===== src/rtl/mips_pipe_pkg.sv =====
// Shared MIPS pipeline definitions: opcodes, fetch FSM states, and the
// prefetch queue entry layout (instruction word plus its PC+1).
package mips_pipe_pkg;

    localparam logic [5:0] OP_HLT   = 6'b111111;
    localparam logic [5:0] OP_BNEQZ = 6'b001101;
    localparam logic [5:0] OP_BEQZ  = 6'b001110;

    typedef enum logic {
        FETCH  = 1'b0,
        HALTED = 1'b1
    } fetch_state_e;

    typedef struct packed {
        logic [31:0] ir;
        logic [31:0] npc;
    } pq_entry_t;

endpackage


===== src/rtl/mips_prefetch_queue_if.sv =====
// Bus bundle of the prefetch queue: instruction-memory port, redirect
// input and the head handshake towards IF/ID.
//   master: the queue (drives imem_req/addr, out_*, halted)
//   slave : its environment (drives imem_rdata, redirect*, out_ready)
interface mips_prefetch_queue_if #(
    parameter int AW = 10
);
    logic          imem_req;
    logic [AW-1:0] imem_addr;
    logic [31:0]   imem_rdata;
    logic          redirect;
    logic [31:0]   redirect_pc;
    logic          out_valid;
    logic [31:0]   out_ir;
    logic [31:0]   out_npc;
    logic          out_ready;
    logic          halted;

    modport master (
        output imem_req, imem_addr, out_valid, out_ir, out_npc, halted,
        input  imem_rdata, redirect, redirect_pc, out_ready
    );

    modport slave (
        input  imem_req, imem_addr, out_valid, out_ir, out_npc, halted,
        output imem_rdata, redirect, redirect_pc, out_ready
    );
endinterface


===== src/rtl/mips_prefetch_queue_fifo.sv =====
// prefetch_fifo: DEPTH x 64-bit storage with read/write pointers.
// Ports: clk1, rst (sync, high), i_clr (flush), i_push/i_wdata,
// i_pop, o_rdata (head), o_count, o_empty. Push accepted when full
// if a pop happens in the same cycle.
module prefetch_fifo
    import mips_pipe_pkg::*;
#(
    parameter int DEPTH = 4
) (
    input  logic                   clk1,
    input  logic                   rst,
    input  logic                   i_clr,
    input  logic                   i_push,
    input  pq_entry_t              i_wdata,
    input  logic                   i_pop,
    output pq_entry_t              o_rdata,
    output logic [$clog2(DEPTH):0] o_count,
    output logic                   o_empty
);
    localparam int PW = $clog2(DEPTH);
    localparam int CW = PW + 1;
    localparam logic [CW-1:0] L_DEPTH = CW'(DEPTH);

    pq_entry_t     r_mem [DEPTH];
    logic [PW-1:0] r_wptr;
    logic [PW-1:0] r_rptr;
    logic [CW-1:0] r_count;
    logic          w_wr;
    logic          w_rd;

    assign w_rd = i_pop && (r_count != '0);
    assign w_wr = i_push && ((r_count != L_DEPTH) || w_rd);

    always_ff @(posedge clk1) begin
        if (rst || i_clr) begin
            r_wptr  <= '0;
            r_rptr  <= '0;
            r_count <= '0;
        end else begin
            if (w_wr) begin
                r_wptr <= r_wptr + PW'(1);
            end
            if (w_rd) begin
                r_rptr <= r_rptr + PW'(1);
            end
            unique case ({w_wr, w_rd})
                2'b10:   r_count <= r_count + CW'(1);
                2'b01:   r_count <= r_count - CW'(1);
                default: r_count <= r_count;
            endcase
        end
    end

    always_ff @(posedge clk1) begin
        if (w_wr && !i_clr && !rst) begin
            r_mem[r_wptr] <= i_wdata;
        end
    end

    assign o_rdata = r_mem[r_rptr];
    assign o_count = r_count;
    assign o_empty = (r_count == '0);
endmodule


===== src/rtl/mips_prefetch_queue.sv =====
// MIPS instruction prefetch queue: issues one fetch per cycle while
// room remains (queued + in-flight < DEPTH), buffers {ir, pc+1}, stops
// fetching once an HLT word is enqueued, flushes on redirect.
// Ports: clk1, rst (sync, high), bus (mips_prefetch_queue_if.master).
// Option: define PREFETCH_BYPASS_EN to forward a response straight to
// the head when the queue is empty (1-cycle latency instead of 2).
module mips_prefetch_queue
    import mips_pipe_pkg::*;
#(
    parameter int DEPTH = 4,
    parameter int AW    = 10
) (
    input  logic                   clk1,
    input  logic                   rst,
    mips_prefetch_queue_if.master  bus
);
    localparam int CW = $clog2(DEPTH) + 1;
    localparam logic [CW:0] L_DEPTH = (CW+1)'(DEPTH);

    fetch_state_e  r_state;
    logic [31:0]   r_fetch_pc;
    logic [31:0]   r_req_pc;
    logic          r_inflight;

    logic [CW-1:0] w_count;
    logic [CW:0]   w_occ;
    logic          w_empty;
    pq_entry_t     w_head;
    pq_entry_t     w_wentry;
    logic          w_arrive;
    logic          w_hlt_in;
    logic          w_req;
    logic          w_push;
    logic          w_pop;
    logic          w_valid;
    logic [31:0]   w_ir;
    logic [31:0]   w_npc;

    // A response is dropped if redirect or reset lands on its arrival.
    assign w_arrive = r_inflight && !bus.redirect && !rst;
    assign w_hlt_in = w_arrive && (bus.imem_rdata[31:26] == OP_HLT);

    assign w_wentry.ir  = bus.imem_rdata;
    assign w_wentry.npc = r_req_pc + 32'd1;

    // In-flight word counts against capacity so a push never overflows.
    assign w_occ = {1'b0, w_count} + {{CW{1'b0}}, r_inflight};

    // An arriving HLT blocks the request issued alongside it.
    assign w_req = !rst && !bus.redirect && (r_state == FETCH)
                   && !w_hlt_in && (w_occ < L_DEPTH);

`ifdef PREFETCH_BYPASS_EN
    logic w_byp;
    assign w_byp   = w_empty && w_arrive;
    assign w_valid = !w_empty || w_arrive;
    assign w_ir    = w_empty ? bus.imem_rdata : w_head.ir;
    assign w_npc   = w_empty ? w_wentry.npc   : w_head.npc;
    // A bypassed word taken this cycle never enters storage.
    assign w_push  = w_arrive && !(w_byp && bus.out_ready);
`else
    assign w_valid = !w_empty;
    assign w_ir    = w_head.ir;
    assign w_npc   = w_head.npc;
    assign w_push  = w_arrive;
`endif

    assign bus.out_valid = w_valid && !bus.redirect && !rst;
    assign bus.out_ir    = rst ? 32'd0 : w_ir;
    assign bus.out_npc   = rst ? 32'd0 : w_npc;
    assign w_pop         = bus.out_valid && bus.out_ready && !w_empty;

    assign bus.imem_req  = w_req;
    assign bus.imem_addr = r_fetch_pc[AW-1:0];
    assign bus.halted    = (r_state == HALTED) && !rst;

    always_ff @(posedge clk1) begin
        if (rst) begin
            r_state    <= FETCH;
            r_fetch_pc <= '0;
            r_req_pc   <= '0;
            r_inflight <= 1'b0;
        end else begin
            r_inflight <= w_req;
            if (w_req) begin
                r_req_pc <= r_fetch_pc;
            end
            if (bus.redirect) begin
                r_fetch_pc <= bus.redirect_pc;
            end else if (w_req) begin
                r_fetch_pc <= r_fetch_pc + 32'd1;
            end
            // HALTED is left only through reset, redirect included.
            if (w_hlt_in) begin
                r_state <= HALTED;
            end
        end
    end

    prefetch_fifo #(
        .DEPTH (DEPTH)
    ) u_fifo (
        .clk1    (clk1),
        .rst     (rst),
        .i_clr   (bus.redirect),
        .i_push  (w_push),
        .i_wdata (w_wentry),
        .i_pop   (w_pop),
        .o_rdata (w_head),
        .o_count (w_count),
        .o_empty (w_empty)
    );
endmodule


===== src/flat_wrapper.sv =====
// flat-port wrapper written by rule: the top's interface ports become plain ports
module mips_prefetch_queue_flat import mips_pipe_pkg::*;
#(
    parameter int DEPTH = 4,
    parameter int AW    = 10
)
  (clk1, rst, bus_imem_req, bus_imem_addr, bus_out_valid, bus_out_ir, bus_out_npc, bus_halted, bus_imem_rdata, bus_redirect, bus_redirect_pc, bus_out_ready);
  mips_prefetch_queue_if #(.AW(AW)) bus_i ();
  input  logic clk1;
  input  logic rst;
  output wire logic [$bits(bus_i.imem_req)-1:0] bus_imem_req;
  output wire logic [$bits(bus_i.imem_addr)-1:0] bus_imem_addr;
  output wire logic [$bits(bus_i.out_valid)-1:0] bus_out_valid;
  output wire logic [$bits(bus_i.out_ir)-1:0] bus_out_ir;
  output wire logic [$bits(bus_i.out_npc)-1:0] bus_out_npc;
  output wire logic [$bits(bus_i.halted)-1:0] bus_halted;
  input wire logic [$bits(bus_i.imem_rdata)-1:0] bus_imem_rdata;
  input wire logic [$bits(bus_i.redirect)-1:0] bus_redirect;
  input wire logic [$bits(bus_i.redirect_pc)-1:0] bus_redirect_pc;
  input wire logic [$bits(bus_i.out_ready)-1:0] bus_out_ready;
  assign bus_imem_req = bus_i.imem_req;
  assign bus_imem_addr = bus_i.imem_addr;
  assign bus_out_valid = bus_i.out_valid;
  assign bus_out_ir = bus_i.out_ir;
  assign bus_out_npc = bus_i.out_npc;
  assign bus_halted = bus_i.halted;
  assign bus_i.imem_rdata = bus_imem_rdata;
  assign bus_i.redirect = bus_redirect;
  assign bus_i.redirect_pc = bus_redirect_pc;
  assign bus_i.out_ready = bus_out_ready;
  mips_prefetch_queue #(.DEPTH(DEPTH), .AW(AW)) u_core (.clk1(clk1), .rst(rst), .bus(bus_i));
endmodule

===== config.mk =====
export PLATFORM = sky130hd
export DESIGN_NAME = mips_prefetch_queue_flat
export DESIGN_NICKNAME = d
export VERILOG_FILES = /design/src/rtl/mips_pipe_pkg.sv /design/src/rtl/mips_prefetch_queue_if.sv /design/src/rtl/mips_prefetch_queue_fifo.sv /design/src/rtl/mips_prefetch_queue.sv /design/src/flat_wrapper.sv
export SDC_FILE = /design/constraint.sdc
export NUM_CORES = 1
export LEC_CHECK = 0
export ABC_AREA = 0
export BUFFER_PORTS_ARGS = -buffer_cell sky130_fd_sc_hd__buf_2
export CAP_MARGIN = 5
export CORE_MARGIN = 3
export CORE_UTILIZATION = 59
export CTS_CLUSTER_DIAMETER = 30
export DETAILED_ROUTE_END_ITERATION = 7
export GPL_TIMING_DRIVEN = 1
export PLACE_DENSITY = 0.87
export SYNTH_ARGS = -nofsm -noshare
export SYNTH_HDL_FRONTEND = slang
export SYNTH_SLANG_ARGS = --single-unit
export TNS_END_PERCENT = 100

===== constraint.sdc =====
create_clock -name clk1 -period 4.3 [get_ports clk1]
set_input_delay 0.86 -clock clk1 [delete_from_list [all_inputs] [get_ports clk1]]
set_output_delay 0.86 -clock clk1 [all_outputs]
set_load 0.05 [all_outputs]

Word-level counts from Yosys, hierarchy flattened
Memory sizes are Yosys's and may differ from the RTL's. A register that Yosys moved wholly into a read port is not among the register bits.
Cells that the tools add are included.
Storage, ports and cells
  register bits after elaboration: 73
  RAM bits: 256
  input bits: 68
  output and inout bits: 77
  logic and storage cells: 56
  memories kept: 1
Memory list
  u_core.u_fifo.r_mem: words 4, width 64, rd ports 1, clocked after memory_dff 1, write ports 1, line mips_prefetch_queue_fifo.sv:24  | pq_entry_t r_mem [DEPTH];
Operators by class
  add/subtract/negate cells: 7
  $lt $le $gt $ge: 1
  equal/unequal tests: 4
  muxes and demuxes: 9
  bitwise operators: 1
  reduce and logical (&&, ||, !) cells: 26
Operators with widths (number)
  $mux W32: 4
  $add A32 B1 Y32 const B: 2
  $logic_and A1 B1 Y1: 16
  $eq A6 B6 Y1 const B: 1
  $pmux W3 S2: 1
  $add A2 B1 Y2 const B: 2
  $add A3 B1 Y4: 1
  $logic_not A1 Y1: 4
  $lt A4 B3 Y1 const B: 1
  $mux W2: 2
  $reduce_bool A2 Y1: 2
  $add A3 B1 Y3 const B: 1
  $logic_not A3 Y1: 1
  $ne A3 B3 Y1 const B: 1
  $reduce_bool A3 Y1: 1
  $sub A3 B1 Y3 const B: 1
  $eq A2 B1 Y1 const B: 1
  $eq A2 B2 Y1 const B: 1
  $logic_or A1 B1 Y1: 2
  $mux W1: 2
  $not A1 Y1: 1

Logic depth before layout (Yosys ltp)
  depth in word-level cells: 13
  gate-level depth with buffers: 11
  gate-level depth less buffers: 9

By module
From an unflattened synthesis, not the netlist that was laid out.
Second synthesis, totals
  cells, all modules: 936
  area total of the unflattened synthesis: 13754.4 um^2
Modules (own cells, without submodules)
  prefetch_fifo: times used 1, cells an instance 392, area an instance 9768.1 um^2, sequential area each 7867.5 um^2
  mips_prefetch_queue: times used 1, cells an instance 544, area an instance 3986.3 um^2, sequential area each 1321.3 um^2

Worst setup path after synthesis
Ideal clock, no wire load.
  path kind: input -> register
  start: input port bus_redirect
  end: memory u_core.u_fifo.r_mem[0][0] in the netlist's numbering (enable)
  library setup time: 429 ps
  data arrival time: 3112 ps
  required time: 3871 ps
  path slack: 759 ps
  stages on the path: 5
  path buffers: 2
  cells stage by stage: buf_6 nor2_1 and3_1 clkbuf_1 and2_1
On the way
  longest elaborated chain between the ends: 12
  elaborated cells between the ends (all ways): 14
  classes of those cells: mux: 2; reduce/logical: 12
Ends and longest elaborated chain
  from (decl): line flat_wrapper.sv:18  | input wire logic [$bits(bus_i.redirect)-1:0] bus_redirect;
  $logic_not A1 Y1 *: line mips_prefetch_queue_fifo.sv:55, mips_prefetch_queue.sv:40, mips_prefetch_queue.sv:68
  $logic_and A1 B1 Y1 (2 in a row): line mips_prefetch_queue.sv:68  | assign bus.out_valid = w_valid && !bus.redirect && !rst;
  $logic_and A1 B1 Y1 (2 in a row): line mips_prefetch_queue.sv:71  | assign w_pop = bus.out_valid && bus.out_ready && !w_empty;
  $logic_and A1 B1 Y1: line mips_prefetch_queue_fifo.sv:31  | assign w_rd = i_pop && (r_count != '0);
  $logic_or A1 B1 Y1: line mips_prefetch_queue_fifo.sv:32  | assign w_wr = i_push && ((r_count != L_DEPTH) || w_rd);
  $logic_and A1 B1 Y1: line mips_prefetch_queue_fifo.sv:32
  $logic_and A1 B1 Y1 * (2 in a row): line mips_prefetch_queue_fifo.sv:55  | if (w_wr && !i_clr && !rst) begin
  $mux W1 *: line mips_prefetch_queue_fifo.sv:55
  $mux W1 (implied by the code) *: line mips_prefetch_queue_fifo.sv:56  | r_mem[r_wptr] <= i_wdata;
  to (decl): line mips_prefetch_queue_fifo.sv:24
Mark *: on every way between the ends. The rest lies on a longest branch, timed or not.

==> run summary <==
Post-layout min period - 3.50 ns
Hold Path Depth - 2
Top Ports - 145
Routed wire per std cell - 22.5 um
DIE HEIGHT - 160 um
Crit path capture type - output port
HP Class - register to register
Synthesized area - 0.0140 mm^2
DP Wirelength - 19300 um
Initial core utilization - 0.609
Final Max Slew Viols - 0
Overall routing resource usage - 0.257
Synth Instances - 964
DR iter-0 viols - 859
Setup TNS - 0 ns
Reg2Reg Setup Slack - 1.74 ns
Crit path arrival time - 2.64 ns
CTS tree - yes
Setup-failing EPs final - 0
Reg2Reg Depth - 6
Clk sinks - 331
Via density - 6.16
Final nets - 1187
CORE AREA - 0.0229 mm^2
CP required - 3.44 ns
Vias in the first global route - 8996
VDD IR max - 0.315 mV
LEAKAGE - 5.97 nW
Distinct cells, synth - 59
Fill count - 1319
Avg Cell Area, Syn - 14.5 um^2
Max clock buf depth - 3
Via count - 9049
Ys flop type - edfxtp_1
Setup Skew - 0.0220 ns
RSZ-0062 raised after global routing - false
Clock transition at the registers of the reported paths - 0.05 ns
Post-layout util - 0.734
Mapped Nets - 1039
Clock Tree Root - clkbuf_16
RD Place Congestion - 0.870
Pre-Repair DR Iteration Count - 6
Largest net degree at the start of global routing - 74
Hold Violations, Final - 0
Post-DRT Antenna Nets - 0
Worst setup SP type - register
Chip width - 160 um
Routed WL - 33000 um
Tcrit/Tclk final - 0.814
Row count - 55
DR DRC count - 0
Synth warnings - 0
Port buffer count - 144
First-pass GRT wire length - 51900 um
Post-cts resize count - 0
# H-tree levels - 2
Cts-stage hold buffer count - 0
Register area share after synthesis - 0.658
Slew HR - 0.446
Fmax - 286 MHz
Total CTS buffers - 51
Layout cells sized above 1 - 0.289
Initial antenna violation count - 2
Status - completed
Number of max-cap violations - 0
Setup bufs post-CTS - 0
Worst skew pair latency - 0.56 ns
Area Overhead vs Synth - 20.4%
Full die area - 0.0255 mm^2
GRT overflow - 0
CP max FO - 27
Crit Path Class - register to output port
Post-synth EDFFs - 256
Worst-margin pin slew - 0.831 ns
Yosys reg bits - 331
PwrDens - 487 mW/mm^2
Async SR Flop Fraction - 0
per-layer routing:
| layer | global-route usage | vias to the layer above | part of all wire |
|---|---|---|---|
| met5 | 0 | - | 0 |
| met4 | 0.0753 | 0 | 0.023 |
| met3 | 0.0454 | 65 | 0.080 |
| met2 | 0.421 | 522 | 0.50 |
| met1 | 0.360 | 4483 | 0.40 |
| li1 | - | 3979 | - |
cell usage after synthesis (4+ instances only):
cell      number  share of area
dfxtp_1       75           0.11
nor3_1        15         0.0054
nor2_1        28         0.0075
nand3_1       31          0.011
o21ai_0        7         0.0025
a211oi_1       6         0.0032
xor2_1         8         0.0050
nand4_1       20         0.0090
mux2i_1        5         0.0036
a21oi_1       47          0.017
buf_4         10         0.0054
ha_1           6         0.0054
o211ai_1       7         0.0038
or4_1          4         0.0022
clkbuf_1      36         0.0097
xnor2_1       33          0.021
edfxtp_1     256           0.55
mux4_2        64           0.10
inv_1         15         0.0040
nor4_1         5         0.0022
a31oi_1       13         0.0058
and3_1        16         0.0072
buf_2         13         0.0047
nand2_1      102          0.027
and4_1        11         0.0069
a22oi_1        6         0.0032
and2_1        73          0.033
or3_1          7         0.0031
nand3b_1       4         0.0022
placed cells by master (no fill, tap or decap), types with 13 or more instances in the layout:
cell type	count
a21oi_1	47
a31oi_1	13
and2_1	69
and3_1	16
buf_2	144
clkbuf_16	54
dfxtp_1	73
edfxtp_1	256
inv_1	15
mux4_2	64
nand2_1	102
nand3_1	31
nand4_1	20
nor2_1	28
nor3_1	15
xnor2_1	33
layout make-up:
cell class / instances / area (um^2) / area share
flip-flops and latches: 331 / 9190 / 0.547
multi-input cells: 552 / 4400 / 0.262
clock buffers: 61 / 1420 / 0.0843
repair buffers: 159 / 921 / 0.0548
diodes: 2 / 5.00 / 0.000298
clock inverters: 35 / 415 / 0.0247
inverters: 17 / 63.8 / 0.00380
well taps: 313 / 392 / 0.0233
final timing paths:
path | end | startpoint
worst max-delay path | bus_out_ir[27] | register
worst min-delay path | u_core.r_req_pc[16] | u_core.r_req_pc[16]
worst max register to register | u_core.u_fifo.r_mem[0][24] | u_core.r_req_pc[0]
worst min register to register | u_core.r_req_pc[16] | u_core.r_req_pc[16]
kinds of logic (layout without fill, tap and decap cells):
logic type / Yosys count / after routing / synth area share
AO/OA/AOI/OAI: 102 / 102 / 0.0463
XOR/XNOR: 41 / 41 / 0.0257
adder cells (fa/ha/maj): 7 / 7 / 0.00681
buffers and inverters: 81 / 272 / 0.0267
flip-flops: 331 / 331 / 0.658
multiplexers: 70 / 70 / 0.108
other: 0 / 2 / 0
AND/OR/NAND/NOR: 332 / 332 / 0.129
power by group:
part           internal, mW  total [mW]  switching, mW  leakage [nW]
Sequential             3.48        3.53         0.0568          3.07
Clock                  2.80        4.32           1.52         0.886
Combinational         0.104       0.338          0.234          2.01
Total                  6.38        8.19           1.81          5.97
registers in the layout (all words and copies together) (netlist names), named ones only:
signal / cells
u_core.u_fifo.r_rptr: 2
u_core.r_state: 1
u_core.r_req_pc: 32
u_core.u_fifo.r_mem: 256
u_core.r_fetch_pc: 32
u_core.u_fifo.o_count: 3
u_core.r_inflight: 1
u_core.u_fifo.r_wptr: 2
critical path: stages (launching register included):
cell and delay, ns:
dfxtp_4 0.73, buf_4 0.41, mux4_2 0.57, and2_1 0.17, buf_2 0.21
per-stage QoR:
stage	power (mW)	instances	area, um^2	worst slack (ns)	hold slack [ns]
finish	8.19	1470	16800	0.800	0.487
global route	8.39	1470	16800	0.632	0.513
CTS	8.22	1468	16800	0.725	0.486
detailed placement	3.92	1372	15000	1.05	0.464
global placement	3.91	1372	15000	1.11	0.464
floorplan	3.81	964	14000	0.759	0.449
Note: power is estimated with default switching activity, not from simulation.
